$ cat config.mk
export PLATFORM = sky130hd
export DESIGN_NAME = piso_shift_tx
export DESIGN_NICKNAME = d
export VERILOG_FILES = /design/src/rtl/toyup_pkg.sv /design/src/rtl/piso_shift_tx.sv
export SDC_FILE = /design/constraint.sdc
export NUM_CORES = 1
export LEC_CHECK = 0
export CAP_MARGIN = 0
export CORE_MARGIN = 1.5
export CORE_UTILIZATION = 42
export CTS_CLUSTER_SIZE = 24
export DETAILED_ROUTE_END_ITERATION = 16
export GPL_TIMING_DRIVEN = 0
export HOLD_SLACK_MARGIN = 0.06
export PLACE_DENSITY = 0.78
export SLEW_MARGIN = 20
export SYNTH_ARGS = -nofsm -noshare
export SYNTH_HDL_FRONTEND = slang
export SYNTH_SLANG_ARGS = --single-unit
$ cat constraint.sdc
create_clock -name clk -period 2.1 [get_ports clk]
set_clock_uncertainty 0.15 [all_clocks]
set_input_delay 0.21 -clock clk [delete_from_list [all_inputs] [get_ports clk]]
set_output_delay 0.21 -clock clk [all_outputs]
set_load 0.01 [all_outputs]
$ cat src/rtl/toyup_pkg.sv
// Shared types for the toyup serial blocks: PISO state encoding and parity bit count.
// PISO_PARITY_EN adds the PARITY state and one parity bit per frame.
package toyup_pkg;

`ifdef PISO_PARITY_EN
  localparam int PARITY_BITS = 1;

  typedef enum logic [1:0] {
    ST_IDLE   = 2'd0,
    ST_SHIFT  = 2'd1,
    ST_PARITY = 2'd2
  } piso_state_t;
`else
  localparam int PARITY_BITS = 0;

  typedef enum logic {
    ST_IDLE  = 1'b0,
    ST_SHIFT = 1'b1
  } piso_state_t;
`endif

endpackage

$ cat src/rtl/piso_shift_tx.sv
// Parallel-in serial-out transmitter, LSB first, with optional even parity bit.
// Define PISO_PARITY_EN to append the parity bit after the data bits.
module piso_shift_tx
  import toyup_pkg::*;
#(
  parameter int DATA_W = 8
) (
  input  logic              clk,
  input  logic              rst,
  input  logic              load_valid,
  output logic              load_ready,
  input  logic [DATA_W-1:0] din,
  input  logic              shift_en,
  output logic              sout,
  output logic              sout_valid,
  output logic              sout_last,
  output logic              busy,
  output piso_state_t       state
);

  // Handshake: a word transfers on an edge with load_valid && load_ready;
  // load_valid is ignored while load_ready is low, nothing is queued.

  localparam int CW = $clog2(DATA_W);
  localparam logic [CW-1:0] LAST_CNT = CW'(DATA_W - 1);

  piso_state_t       state_q, state_d;
  logic [DATA_W-1:0] sreg_q, sreg_d;
  logic [CW-1:0]     cnt_q, cnt_d;
  logic              sout_q, sout_d;
  logic              valid_q, valid_d;
  logic              last_q, last_d;
  logic              ready_q, ready_d;
`ifdef PISO_PARITY_EN
  logic              par_q, par_d;
`endif

  always_comb begin
    state_d = state_q;
    sreg_d  = sreg_q;
    cnt_d   = cnt_q;
`ifdef PISO_PARITY_EN
    par_d   = par_q;
`endif
    case (state_q)
      ST_IDLE: begin
        if (load_valid) begin
          sreg_d  = din;
          cnt_d   = '0;
          state_d = ST_SHIFT;
`ifdef PISO_PARITY_EN
          par_d   = ^din;
`endif
        end
      end
      ST_SHIFT: begin
        if (shift_en) begin
          sreg_d = {1'b0, sreg_q[DATA_W-1:1]};
          // Exit is decided at the last count, so the counter never wraps.
          if (cnt_q == LAST_CNT) begin
            cnt_d = '0;
`ifdef PISO_PARITY_EN
            state_d = ST_PARITY;
`else
            state_d = ST_IDLE;
`endif
          end else begin
            cnt_d = cnt_q + 1'b1;
          end
        end
      end
`ifdef PISO_PARITY_EN
      ST_PARITY: begin
        if (shift_en) state_d = ST_IDLE;
      end
`endif
      default: state_d = ST_IDLE;
    endcase
  end

  // Outputs are decoded from next-state values so they can be registered.
  always_comb begin
    sout_d  = 1'b0;
    valid_d = 1'b0;
    last_d  = 1'b0;
    ready_d = (state_d == ST_IDLE);
    case (state_d)
      ST_SHIFT: begin
        sout_d  = sreg_d[0];
        valid_d = 1'b1;
`ifndef PISO_PARITY_EN
        last_d  = (cnt_d == LAST_CNT);
`endif
      end
`ifdef PISO_PARITY_EN
      ST_PARITY: begin
        sout_d  = par_d;
        valid_d = 1'b1;
        last_d  = 1'b1;
      end
`endif
      default: begin
        sout_d  = 1'b0;
        valid_d = 1'b0;
        last_d  = 1'b0;
      end
    endcase
  end

  always_ff @(posedge clk) begin
    if (rst) begin
      state_q <= ST_IDLE;
      sreg_q  <= '0;
      cnt_q   <= '0;
      sout_q  <= 1'b0;
      valid_q <= 1'b0;
      last_q  <= 1'b0;
      ready_q <= 1'b1;
`ifdef PISO_PARITY_EN
      par_q   <= 1'b0;
`endif
    end else begin
      state_q <= state_d;
      sreg_q  <= sreg_d;
      cnt_q   <= cnt_d;
      sout_q  <= sout_d;
      valid_q <= valid_d;
      last_q  <= last_d;
      ready_q <= ready_d;
`ifdef PISO_PARITY_EN
      par_q   <= par_d;
`endif
    end
  end

  assign sout       = sout_q;
  assign sout_valid = valid_q;
  assign sout_last  = last_q;
  assign load_ready = ready_q;
  assign busy       = ~ready_q;
  assign state      = state_q;

endmodule
== Word level (Yosys, flattened, before mapping) ==
Cells that the tools add are included.
W data, S select, Z words.
Operators by class
  add/subtract/negate cells: 1
  multiply operators: 0
  divide/modulo/power cells: 0
  order comparisons: 0
  equal/unequal tests: 4
  shift operators: 0
  mux-type cells: 12
  bitwise logic cells: 3
  reductions and logical operators: 2
Operator list (count)
  $mux W8: 2
  $pmux W8 S2: 1
  $mux W3: 3
  $eq A3 B3 Y1 const B: 2
  $pmux W3 S2: 1
  $mux W1: 4
  $ne A2 B2 Y1 const B: 2
  $add A3 B1 Y3 const B: 1
  $not A1 Y1: 3
  $pmux W1 S2: 1
  $reduce_and A2 Y1: 1
  $reduce_or A2 Y1: 1
Storage, ports and cells
  register bits after elaboration: 16
  latch bits: 0
  memory bits (writable): 0
  ROM bits: 0
  bits of input ports: 12
  output and inout bits: 6
  word-level logic and storage cells: 30
  memories kept: 0

== Depth between registers and ports, before layout ==
Gate-level depths: netlist of run 1.
  depth in word-level cells: 6
  mapped depth: 5
  mapped depth without buffers: 5

== Worst setup path before layout of run 1 ==
OpenSTA, ideal clock, no wires.
  kind: register to register
  start point: reg cnt_q[0]
  end point: reg last_q (netlist: sout_last)
  library setup time: 0.127 ns
  data arrival time: 1.204 ns
  data required time: 1.823 ns
  path slack: 0.619 ns
  cell stages (with the launch flop): 6
  buffers on the path: 0
  clock period less this slack: 1.481 ns
  path through: dfxtp_1 ha_1 ha_1 mux2_2 a22oi_2 a211oi_1
Between the ends
  longest elaborated chain between the ends: 6
  elaborated cells between the ends (all ways): 12
  classes of those cells: add/sub (1); eq/ne (2); mux (7); bitwise (1); reduce/logical (1)
RTL lines
  start: declaration: line piso_shift_tx.sv:29  | logic [CW-1:0] cnt_q, cnt_d;
  start signal: assignment: line piso_shift_tx.sv:125  | cnt_q <= cnt_d;
  parallel branches: the longest is 6 deep, another holds $add A3 B1 Y3
  end signal: assignment: line piso_shift_tx.sv:128  | last_q <= last_d;
  end: declaration: line piso_shift_tx.sv:32  | logic last_q, last_d;
Several ways; the timed one is not identified.
A chain may end at the register's enable or synchronous reset.

== Final worst setup path of run 1 ==
  start point: reg state_q (netlist: state)
  end point: out state
RTL lines
  start: declaration: line piso_shift_tx.sv:27  | piso_state_t state_q, state_d;
  start signal: assignment: line piso_shift_tx.sv:123  | state_q <= state_d;
  end: declaration: line piso_shift_tx.sv:18  | output piso_state_t state
No word-level cell between the ends.

==> metrics.md, run 1 <==
| Metric | Value |
|---|---|
| Slowest-stage cell, CP | clkdlybuf4s50_1 |
| Max Cap Violations | 0 |
| Global-route wire length before repair | 2350 um |
| Largest family of logic cells by synthesized area | compound AO/OA/AOI/OAI gates |
| Ys Warns | 0 |
| Buffers & Inverters on Critical Path | 2 |
| Flop pwr share | 0.521 |
| CP endpoint kind | output port |
| N_diodes | 0 |
| Number of global-route vias before repair | 570 |
| Cell count after synthesis | 70 |
| #FFs+latches synth | 15 |
| Lkg Pwr | 0.353 nW |
| Skew-Pair Late Insertion Delay | 0.29 ns |
| Synth Area in Simple Gates | 0.148 |
| Initial core utilization | 0.455 |
| Maximum root-to-sink buffer count | 2 |
| Gate power share | 0.194 |
| I/O pin total | 18 |
| DP Wirelength | 974 um |
| Area Growth Syn to Fin | 29.6% |
| Post-Place Cell Area | 881 um^2 |
| Postcts setup bufs | 0 |
| Final period util | 0.814 |
| Adder-cell share of the synthesized area | 0.0357 |
| Final Max Tran Viols | 0 |
| Worst path cell trace | buf_4 -> clkdlybuf4s50_1 |
| Root Buffer | clkbuf_4 |
| DIE WIDTH | 43.8 um |
| Post-route ant nets | 0 |
| Power per Cell Area | 655 mW/mm^2 |
| Setup slack after layout | 0.391 ns |
| Post-Syn Nets | 84 |
| IO buf count | 16 |
| Vias per std cell | 5.59 |
| DP Worst Slack | 0.444 ns |
| Mapped Area | 701 um^2 |
| Overall power | 595 uW |
| Max-slew headroom at the worst pin | 0.699 |
| Peak fanout along the critical path | 5 |
| Startpoint Class | register |
| Synth area leader | dfxtp_1 |
| P_int | 435 uW |
| Unrepaired setup endpoints after global routing | false |
| Die ar. | 0.00192 mm^2 |
| Mux cell area share after synthesis | 0.0839 |
| Initial antenna violation count | 0 |
| Mean Syn Cell Area | 10.0 um^2 |
| Num rows | 14 |
| Pin count of the biggest net entering global routing | 11 |
| Fin crit period | 1.71 ns |
| Setup Crit Path Kind | register to output port |
| Req. time, crit path | 1.74 ns |
| CTS tree | built |
| CTS Hold Bufs | 0 |
| Synth top area share | 0.429 |
| GR Overflow Total | 0 |
| Iter 0 DRT Violations | 8 |
| Post-route DRC | 0 |
| Compound-Gate Fraction of Synth Area | 0.227 |
| Overall routing resource usage | 0.166 |
| WL/cell | 13.4 um |
| Sw Ratio | 0.268 |
| NetSw | 160 uW |
| Post-synthesis sequential area ratio | 0.429 |
| Worst-path clk slew | 0.10 ns |
| Share of cells above drive strength 1 | 0.178 |
| Yosys cell types | 26 |
| Max Fclk | 585 MHz |
| Total Neg Setup Slack | 0 ns |
| Power share of the clock group | 0.285 |
| Outcome | completed |
| Fin util | 0.589 |
| Final net count | 105 |
| H-Tree Depth | 1 |
| Top delay family on crit path | buffers and inverters |
| Gpl congestion | 0.749 |
| Area of the core | 0.00154 mm^2 |
| Final setup viols | 0 |
| Post-cts resize count | 0 |
| Slowest cell delay on critical path | 0.52 ns |
| Post-route cell area | 908 um^2 |
| Most area-consuming cells after synthesis | dfxtp_1 43%, a22oi_1 8.6%, a21oi_1 5.0% |
| Hold Vio Cnt, Final | 0 |
| Die height | 43.8 um |
| Hold crit path type | input pin to register |
| WP data arrival | 1.35 ns |
| Drt pass-1 iters | 4 |
| Clk sinks | 15 |
| Peak supply drop | 0.334 mV |
| Post-Synth XOR/XNOR Area | 0 |
| Worst-margin pin slew | 0.452 ns |
| Routed WL | 1420 um |
| Total CTS buffers | 3 |
| Vias | 593 |
==> worst min-delay path, stage by stage <==
cell and delay [ns]:
buf_6 0.11, mux2i_4 0.10, nand2_1 0.08, a21oi_1 0.05
==> state kept, by name, indices dropped and copies added (netlist names) <==
signal / cells
cnt_q: 3
sreg_q: 8
state: 1
sout_last: 1
sout: 1
load_ready: 1
==> power by group through the flow <==
stage	Clock, mW	Combinational [mW]	Sequential [mW]
after floorplan	0	0.0648	0.317
after global placement	0	0.112	0.316
after detailed placement	0	0.115	0.316
after CTS	0.173	0.116	0.310
after global routing	0.188	0.126	0.312
final	0.169	0.115	0.310
==> metrics by stage <==
step,hold slack [ns],cells
6_report,0.158,106
5_1_grt,0.175,106
4_1_cts,0.156,106
3_5_place_dp,0.302,102
3_3_place_gp,0.295,102
2_1_floorplan,0.129,70
==> layer usage <==
metal,track usage,vias to the layer above,wire [um]
li1,-,292,-
met1,0.203,277,631
met2,0.268,20,693
met3,0.0375,4,69
met4,0.0909,0,29
met5,0,-,0
==> layout make-up <==
cell class	count	area [um^2]
clock inverter	1	5.00
fill	146	633
multi-input combinational	48	347
inverter	1	3.75
clock buffer	3	22.5
sequential	15	300
timing repair buffer	16	160
tap	16	20.0
buffer	6	50.0
==> cell usage in the layout (no fill, tap or decap) <==
master | netlist | layout
a2111oi_2 | 1 | 1
o21ai_0 | 1 | 1
clkbuf_1 | 1 | 1
clkbuf_4 | 0 | 3
mux2i_1 | 1 | 1
nand4b_1 | 1 | 1
ha_1 | 2 | 2
nor2_1 | 5 | 5
nand2_1 | 8 | 8
and2_0 | 1 | 1
a21oi_2 | 1 | 1
inv_1 | 1 | 1
buf_4 | 1 | 1
nor3b_2 | 1 | 1
nor2b_1 | 1 | 1
buf_2 | 1 | 1
a22oi_2 | 1 | 1
a22oi_1 | 8 | 8
clkdlybuf4s50_1 | 0 | 16
a21oi_1 | 7 | 7
clkinv_2 | 0 | 1
mux2_4 | 1 | 1
and2b_1 | 2 | 2
mux2i_4 | 1 | 1
or2_1 | 1 | 1
a211oi_1 | 3 | 3
dfxtp_1 | 15 | 15
mux2_2 | 1 | 1
buf_6 | 3 | 3
==> synth_stat cells <==
cell type and n:
dfxtp_1 15, a22oi_1 8, nand2_1 8, a21oi_1 7, nor2_1 5, a211oi_1 3, buf_6 3, and2b_1 2
ha_1 2, a2111oi_2 1, a21oi_2 1, a22oi_2 1, and2_0 1, buf_2 1, buf_4 1, clkbuf_1 1
inv_1 1, mux2_2 1, mux2_4 1, mux2i_1 1, mux2i_4 1, nand4b_1 1, nor2b_1 1, nor3b_2 1
o21ai_0 1, or2_1 1
==> worst paths after layout <==
check	startpoint	endpoint	slack [ns]	depth (start not counted)
worst max register to register	cnt_q[0]$_SDFF_PP0_	sout_last$_SDFF_PP0_	0.49	5
worst min register to register	sreg_q[5]$_SDFFE_PP0P_	sreg_q[5]$_SDFFE_PP0P_	0.31	2
worst min-delay path	shift_en	sreg_q[5]$_SDFFE_PP0P_	0.16	4
worst max-delay path	state$_SDFF_PP0_	state	0.39	2
==> logic make-up (layout without fill, tap and decap cells) <==
| group | Yosys count | after routing |
|---|---|---|
| AO/OA/AOI/OAI | 22 | 22 |
| AND/OR/NAND/NOR | 20 | 20 |
| flip-flops | 15 | 15 |
| buffers and inverters | 7 | 27 |
| multiplexers | 4 | 4 |
| adder cells (fa/ha/maj) | 2 | 2 |
(Power assumes the default switching activity.)
==> run 2, diff against run 1 <==
==> constraint.sdc (replaced) <==
create_clock -name clk -period 1.65 [get_ports clk]
set_clock_uncertainty 0.15 [all_clocks]
set_input_delay 0.165 -clock clk [delete_from_list [all_inputs] [get_ports clk]]
set_output_delay 0.165 -clock clk [all_outputs]
set_load 0.01 [all_outputs]
==> run 2 against run 1 <==
Against the previous run: clock-buffer cell count unchanged; utilization up 0.16 points; global-route usage unchanged; combinational power up 28%; wire length up 0.14%; critical endpoint unchanged; highest routed layer unchanged.
==> metrics.md, run 2 (synthesized netlist as in run 1, its figures left out) <==
| Metric | Value |
|---|---|
| WL/cell | 13.4 um |
| Final net count | 105 |
| N_diodes | 0 |
| Post-route ant nets | 0 |
| Post-route DRC | 0 |
| IO buf count | 16 |
| Postcts setup bufs | 0 |
| Clk sinks | 15 |
| Peak supply drop | 0.428 mV |
| Power per Cell Area | 832 mW/mm^2 |
| Area used by multi-input combinational logic | 347 um^2 |
| CP endpoint kind | output port |
| Min-delay src | shift_en |
| Lkg Pwr | 0.354 nW |
| Max reg flops | 8 |
| CTS Hold Bufs | 0 |
| Max Cap Violations | 0 |
| Area Growth Syn to Fin | 30.0% |
| Initial antenna violation count | 0 |
| I/O pin total | 18 |
| Initial core utilization | 0.455 |
| WP data arrival | 1.29 ns |
| Final period util | 0.973 |
| Top delay family on crit path | buffers and inverters |
| Hold crit path type | input pin to register |
| Final setup viols | 0 |
| Maximum root-to-sink buffer count | 2 |
| Overall routing resource usage | 0.166 |
| Max-slew headroom at the worst pin | 0.697 |
| Vias | 590 |
| Hold Vio Cnt, Final | 0 |
| CTS tree | built |
| Vias per std cell | 5.57 |
| Critical R2R Launch | cnt_q[0]$_SDFF_PP0_ |
| Skew-Pair Late Insertion Delay | 0.29 ns |
| Number of global-route vias before repair | 570 |
| CP startpoint | state$_SDFF_PP0_ |
| Peak fanout along the critical path | 5 |
| Top reg by flops | sreg_q |
| Die height | 43.8 um |
| Area taken by flip-flops and latches | 303 um^2 |
| Slowest-stage cell, CP | clkdlybuf4s50_1 |
| Post-Layout Cell Count | 106 |
| Outcome | completed |
| GR Overflow Total | 0 |
| Final Max Tran Viols | 0 |
| Area of the core | 0.00154 mm^2 |
| DP Wirelength | 974 um |
| Total CTS buffers | 3 |
| Iter 0 DRT Violations | 7 |
| Routed WL | 1430 um |
| Setup Crit Path Kind | register to output port |
| Num rows | 14 |
| Worst path cell trace | buf_4 -> clkdlybuf4s50_1 |
| Slowest cell delay on critical path | 0.52 ns |
| Die ar. | 0.00192 mm^2 |
| H-Tree Depth | 1 |
| Fin util | 0.591 |
| Global-route wire length before repair | 2350 um |
| Most common cell after layout, fill and taps aside | clkdlybuf4s50_1 |
| Fillers | 144 |
| Req. time, crit path | 1.33 ns |
| Max Fclk | 623 MHz |
| Unrepaired setup endpoints after global routing | false |
| Fin crit period | 1.61 ns |
| Commonest non-fill, non-tap cells in the layout | 16 x clkdlybuf4s50_1, 13 x dfxtp_1, 8 x a22oi_1, 8 x nand2_1, 7 x a21oi_1 |
| DIE WIDTH | 43.8 um |
| Placed Instances | 102 |
| Biggest regs | sreg_q x8, cnt_q x3 |
| Share of cells above drive strength 1 | 0.200 |
| Startpoint Class | register |
| Worst-margin pin slew | 0.455 ns |
| Pin count of the biggest net entering global routing | 11 |
| Total Neg Setup Slack | 0 ns |
| Buffers & Inverters on Critical Path | 2 |
| Worst-path clk slew | 0.09 ns |
| Drt pass-1 iters | 4 |
| Gpl congestion | 0.749 |
| Root Buffer | clkbuf_4 |
-- run 2: cell count changes in the layout (fill, tap and decap cells not counted) --
cell     before  now
dfxtp_1      15   13
dfxtp_2       0    2
-- run 2: final timing paths --
kind,endpoint,slack (ns),cells after the start
min reg2reg,sreg_q[5]$_SDFFE_PP0P_,0.31,2
max reg2reg,sout_last$_SDFF_PP0_,0.07,5
max,state,0.04,2
min,sout_last$_SDFF_PP0_,0.11,4
-- run 2: worst register-to-register path: stages, from the launching register on --
cell and delay (ns):
dfxtp_2 0.35, ha_1 0.21, ha_1 0.26, mux2_2 0.27
a22oi_2 0.16, a211oi_1 0.07
-- run 2: routing by layer --
metal	up-vias	global-route usage	wire length, um
met2	20	0.268	695
met3	4	0.0375	69
li1	293	-	-
met4	0	0.0909	29
met1	273	0.203	630
met5	-	0	0
-- run 2: final cells by class --
| cell class | instances | share of cell area |
|---|---|---|
| Timing Repair Buffer | 16 | 0.176 |
| Multi-Input combinational cell | 48 | 0.380 |
| Buffer | 6 | 0.0549 |
| Clock buffer | 3 | 0.0247 |
| Sequential cell | 15 | 0.332 |
| Clock inverter | 1 | 0.00549 |
| Inverter | 1 | 0.00412 |
| Tap cell | 16 | 0.0220 |
-- run 2: power breakdown --
| part | internal [mW] | switching (mW) | total (mW) |
|---|---|---|---|
| Clock | 0.0902 | 0.125 | 0.216 |
| Sequential | 0.383 | 0.0122 | 0.395 |
| Combinational | 0.0813 | 0.0655 | 0.147 |
| Total | 0.554 | 0.203 | 0.758 |
-- run 2: what timing repair did --
item,in CTS,in global routing
gates resized for setup,1,1
setup endpoints to repair,1,2
gates cloned,0,0
-- run 2: metrics by stage --
stage | setup slack [ns] | hold WS, ns | power, mW | instance area (um^2)
after floorplan | 0.169 | 0.0841 | 0.486 | 701
after global placement | 0.0704 | 0.295 | 0.544 | 881
after detailed placement | 0.0393 | 0.302 | 0.548 | 881
after CTS | 0.0429 | 0.111 | 0.762 | 910
after global routing | 0.00109 | 0.130 | 0.797 | 911
final | 0.0440 | 0.113 | 0.758 | 911
==> run 3, diff against run 2 <==
--- a/config.mk
+++ b/config.mk
@@ -7,12 +7,12 @@
 export LEC_CHECK = 0
 export CAP_MARGIN = 0
 export CORE_MARGIN = 1.5
-export CORE_UTILIZATION = 42
+export CORE_UTILIZATION = 46
 export CTS_CLUSTER_SIZE = 24
 export DETAILED_ROUTE_END_ITERATION = 16
 export GPL_TIMING_DRIVEN = 0
 export HOLD_SLACK_MARGIN = 0.06
-export PLACE_DENSITY = 0.78
+export PLACE_DENSITY = 0.84
 export SLEW_MARGIN = 20
 export SYNTH_ARGS = -nofsm -noshare
 export SYNTH_HDL_FRONTEND = slang
==> run 3 against run 2 <==
Against the previous run: sequential cell count unchanged; first-iteration DRC count rose by 71%; utilization rose by 7.3 points; sequential power about the same; clock-buffer cell count increased by 1; cell count is 0.94% lower; maximum frequency rose by 0.47%; critical path depth stayed put; sequential share of layout area barely moved; global-route usage is 0.12 points lower; combinational power barely moved; clock power fell by 6%.
==> metrics.md, run 3 (synthesized netlist as in run 1, its figures left out) <==
| Metric | Value |
|---|---|
| Slowest-stage cell, CP | clkdlybuf4s50_1 |
| Buffers & Inverters on Critical Path | 2 |
| Global-route wire length before repair | 2180 um |
| Die height | 42.0 um |
| Vias per std cell | 5.47 |
| Hold crit path type | input pin to register |
| Routed WL | 1310 um |
| Commonest non-fill, non-tap cells in the layout | 16 x clkdlybuf4s50_1, 14 x dfxtp_1, 8 x a22oi_1, 8 x nand2_1, 7 x a21oi_1 |
| Drt pass-1 iters | 4 |
| Die ar. | 0.00177 mm^2 |
| Total CTS buffers | 3 |
| Post-route cell area | 907 um^2 |
| Fillers | 110 |
| CP endpoint kind | output port |
| Req. time, crit path | 1.33 ns |
| Skew-Pair Late Insertion Delay | 0.28 ns |
| Post-route ant nets | 0 |
| Peak fanout along the critical path | 5 |
| Final setup viols | 0 |
| Worst-path clk slew | 0.08 ns |
| DIE WIDTH | 42.0 um |
| Initial core utilization | 0.513 |
| Worst-margin pin slew | 0.429 ns |
| IO buf count | 16 |
| Share of cells above drive strength 1 | 0.178 |
| GR Overflow Total | 0 |
| CTS tree | built |
| Clk sinks | 15 |
| Area Growth Syn to Fin | 29.5% |
| Post-cts resize count | 1 |
| WL/cell | 12.5 um |
| Startpoint Class | register |
| Number of global-route vias before repair | 502 |
| Area of the core | 0.00137 mm^2 |
| Top delay family on crit path | buffers and inverters |
| Maximum root-to-sink buffer count | 2 |
| Vias | 574 |
| Hold Vio Cnt, Final | 0 |
| Biggest regs | sreg_q x8, cnt_q x3 |
| Overall routing resource usage | 0.165 |
| Initial antenna violation count | 0 |
| CTS Hold Bufs | 0 |
| Root Buffer | clkbuf_4 |
| Max Cap Violations | 0 |
| H-Tree Depth | 1 |
| Final period util | 0.969 |
| I/O pin total | 18 |
| Fin crit period | 1.60 ns |
| Top reg by flops | sreg_q |
| N_diodes | 0 |
| Num rows | 13 |
| Outcome | completed |
| Postcts setup bufs | 0 |
| Setup Crit Path Kind | register to output port |
| Worst path cell trace | buf_4 -> clkdlybuf4s50_1 |
| Post-route DRC | 0 |
| Pin count of the biggest net entering global routing | 11 |
| Overall power | 743 uW |
| Most common cell after layout, fill and taps aside | clkdlybuf4s50_1 |
| Max reg flops | 8 |
| Total Neg Setup Slack | 0 ns |
| Lkg Pwr | 0.351 nW |
| Fin util | 0.664 |
| Setup slack after layout | 0.0515 ns |
| Unrepaired setup endpoints after global routing | false |
| Gpl congestion | 0.805 |
| Slowest cell delay on critical path | 0.52 ns |
| Final net count | 105 |
| Max-slew headroom at the worst pin | 0.714 |
| Final Max Tran Viols | 0 |
| Max Fclk | 626 MHz |
| Iter 0 DRT Violations | 12 |
| WP data arrival | 1.28 ns |
| Power per Cell Area | 819 mW/mm^2 |
| DP Worst Slack | 0.0622 ns |
| Peak supply drop | 0.373 mV |
| Post-Place Cell Area | 880 um^2 |
## run 3: changes by cell type in the layout (fill, tap and decap cells not counted)
cell      previous run  this run
dfxtp_2              2         1
clkinv_2             1         0
dfxtp_1             13        14
clkbuf_1             1         2
## run 3: layout make-up
cell class	instances	area, um^2	area share
tap	15	18.8	0.0207
multi-input combinational	48	347	0.382
inverter	1	3.75	0.00414
timing repair buffer	16	160	0.177
sequential	15	302	0.332
buffer	6	50.0	0.0552
clock buffer	4	26.3	0.0290
## run 3: final timing paths
check / startpoint / to / slack [ns] / cells past startpoint
max reg2reg: cnt_q[0]$_SDFF_PP0_ / sout_last$_SDFF_PP0_ / 0.08 / 5
max: state$_SDFF_PP0_ / state / 0.05 / 2
min reg2reg: sreg_q[5]$_SDFFE_PP0P_ / sreg_q[5]$_SDFFE_PP0P_ / 0.31 / 2
min: shift_en / sout_last$_SDFF_PP0_ / 0.13 / 4
## run 3: per-layer routing
layer	routed length, um	track usage	up-vias	part of all wire
li1	-	-	294	-
met1	589	0.219	253	0.45
met2	582	0.234	23	0.44
met3	93	0.0259	4	0.071
met4	47	0.131	0	0.036
met5	0	0	-	0
## run 3: power by group
group	total [mW]	internal (mW)	leakage, nW	switching (mW)
Combinational	0.145	0.0812	0.213	0.0634
Sequential	0.395	0.383	0.123	0.0123
Clock	0.204	0.0938	0.0150	0.110
Total	0.743	0.558	0.351	0.185
## run 3: worst min-delay path, delay by kind of cell
family          cells  cell delay [ns]
compound gates      1             0.05
simple gates        2             0.18
buf+inv             1             0.12
## run 3: per-stage QoR
stage	instances	hold slack (ns)
floorplan	70	0.0841
global route	105	0.138
CTS	105	0.124
detailed placement	101	0.302
finish	105	0.127
global placement	101	0.293
==> variant (flow settings as in run 1) <==
`DATA_W`: 8 -> 16.
--- a/src/rtl/piso_shift_tx.sv
+++ b/src/rtl/piso_shift_tx.sv
@@ -3,7 +3,7 @@
 module piso_shift_tx
   import toyup_pkg::*;
 #(
-  parameter int DATA_W = 8
+  parameter int DATA_W = 16
 ) (
   input  logic              clk,
   input  logic              rst,
Interface: changed (resized din); port bits go from 18 to 26. The function was not compared with the original's and may differ.
==> variant against run 1 <==
  * Design area increased by 49%
  * Non-clock buffer count increased by 11
  * Wire length increased by 50%
  * Via count increased by 51%
  * Total power increased by 63%
  * Area after synthesis increased by 45%
  * Sequential cell count increased by 9
  * Cell count increased by 59%
  * Combinational power increased by 25%
  * Worst setup slack got worse by 0.17 ns
  * Sequential power increased by 59%
  * Register-to-register slack improved by 0.08 ns
  * Highest routed layer unchanged
==> variant: results <==
status:
  status: "completed"
setup_path:
  critPathArrivalTime_ns: 1.52
  critPathMaxFanout: 10
  critPathSlowestCell: "dfxtp_1"
  rrSetupSlack_ns: 0.57
placement:
  io_buffer_count: 25
  place_inst: 165
  gp_congestion: 0.714
  dp_hpwl_um: 1580
finish:
  nets: 163
  largestRegisters: "sreg_q x16, cnt_q x4"
  layout-drive-gt1-share_pct: 10.6
  fillers: 226
clock_tree:
  clk_latency_ns: 0.32
  clk_pin_slew_ns: 0.13
yosys:
  ys_top_cells_by_count: "24 x dfxtp_1, 17 x a21oi_1, 17 x nand2_1"
  syn_area_per_cell_um2: 9.08
  synth_cell_type_count: 29
  ys_seq_area_share_pct: 47.2
  synthTopCellsByArea: "dfxtp_1 47%, a22oi_1 11%, a21oi_1 8.4%, nand2_1 6.3%, buf_6 3.3%"
detailed_routing:
  drt_wl_total_um: 2130
  dr.first_iter.drc_count: 11
  routed-via-count: 895
  wire_per_inst_um: 12.6
global_route:
  grtUsageTotal_pct: 18.1
  grt_first_pass_wirelength_um: 3660
  grt_pass1_vias: 869
  grt_start_max_net_pins: 15
power:
  power.static_leakage_uw: 0.000492
  ir_worst_vdd_v: 0.000448
timing:
  tightest_slew_ns: 0.473
worst_hold_path:
  min_path_type: "reg -> reg"
-- variant: kinds of logic (layout without fill, tap and decap cells) --
group / count (synthesis) / count (layout) / share of synthesized area [%]
AO/OA/AOI/OAI: 41 / 41 / 26.0
buffers and inverters: 12 / 41 / 7.50
AND/OR/NAND/NOR: 33 / 33 / 17.0
adder cells (fa/ha/maj): 1 / 1 / 1.23
flip-flops: 24 / 24 / 47.2
multiplexers: 1 / 1 / 1.11
-- variant: through the flow --
| stage | hold WS [ns] | worst slack (ns) | cell area [um2] |
|---|---|---|---|
| floorplan | 0.220 | 0.687 | 1020 |
| global placement | 0.292 | 0.226 | 1300 |
| detailed placement | 0.299 | 0.228 | 1300 |
| CTS | 0.317 | 0.212 | 1360 |
| global route | 0.345 | 0.168 | 1360 |
| finish | 0.314 | 0.221 | 1360 |
-- variant: per-layer routing --
layer | GRT usage (%) | up-vias | part of all wire, %
met3 | 3.71 | 4 | 5.7
li1 | - | 458 | -
met1 | 21.8 | 404 | 46
met2 | 30.6 | 29 | 47
met4 | 8.97 | 0 | 1.6
met5 | 0 | - | 0
-- variant: path summary, 6_finish.rpt --
check,start,end,depth (start not counted)
worst min-delay path,sreg_q[5]$_SDFFE_PP0P_,sreg_q[5]$_SDFFE_PP0P_,2
worst min register to register,sreg_q[5]$_SDFFE_PP0P_,sreg_q[5]$_SDFFE_PP0P_,2
worst max-delay path,state$_SDFF_PP0_,state,2
worst max register to register,state$_SDFF_PP0_,sreg_q[15]$_SDFFE_PP0P_,6
-- variant: worst register-to-register path, stage by stage, from the launching register on --
cell     delay (ns)
dfxtp_1        0.52
and2_4         0.21
buf_6          0.15
nor2_8         0.06
buf_6          0.14
a22oi_1        0.14
nor2_1         0.05
-- variant: layout make-up --
type                       count  area share [%]
sequential                    24            35.5
multi-input combinational     76            34.0
timing repair buffer          25            18.5
buffer                         8            4.52
tap                           28            2.59
clock inverter                 1            2.22
clock buffer                   3            1.66
inverter                       4            1.11
-- variant: report_power, final --
group	leakage [uW]	switching (uW)	internal [uW]
logic	0.000268	62.5	81.7
clock network	0.0000279	140	193
registers	0.000197	14.9	479
total	0.000492	217	754
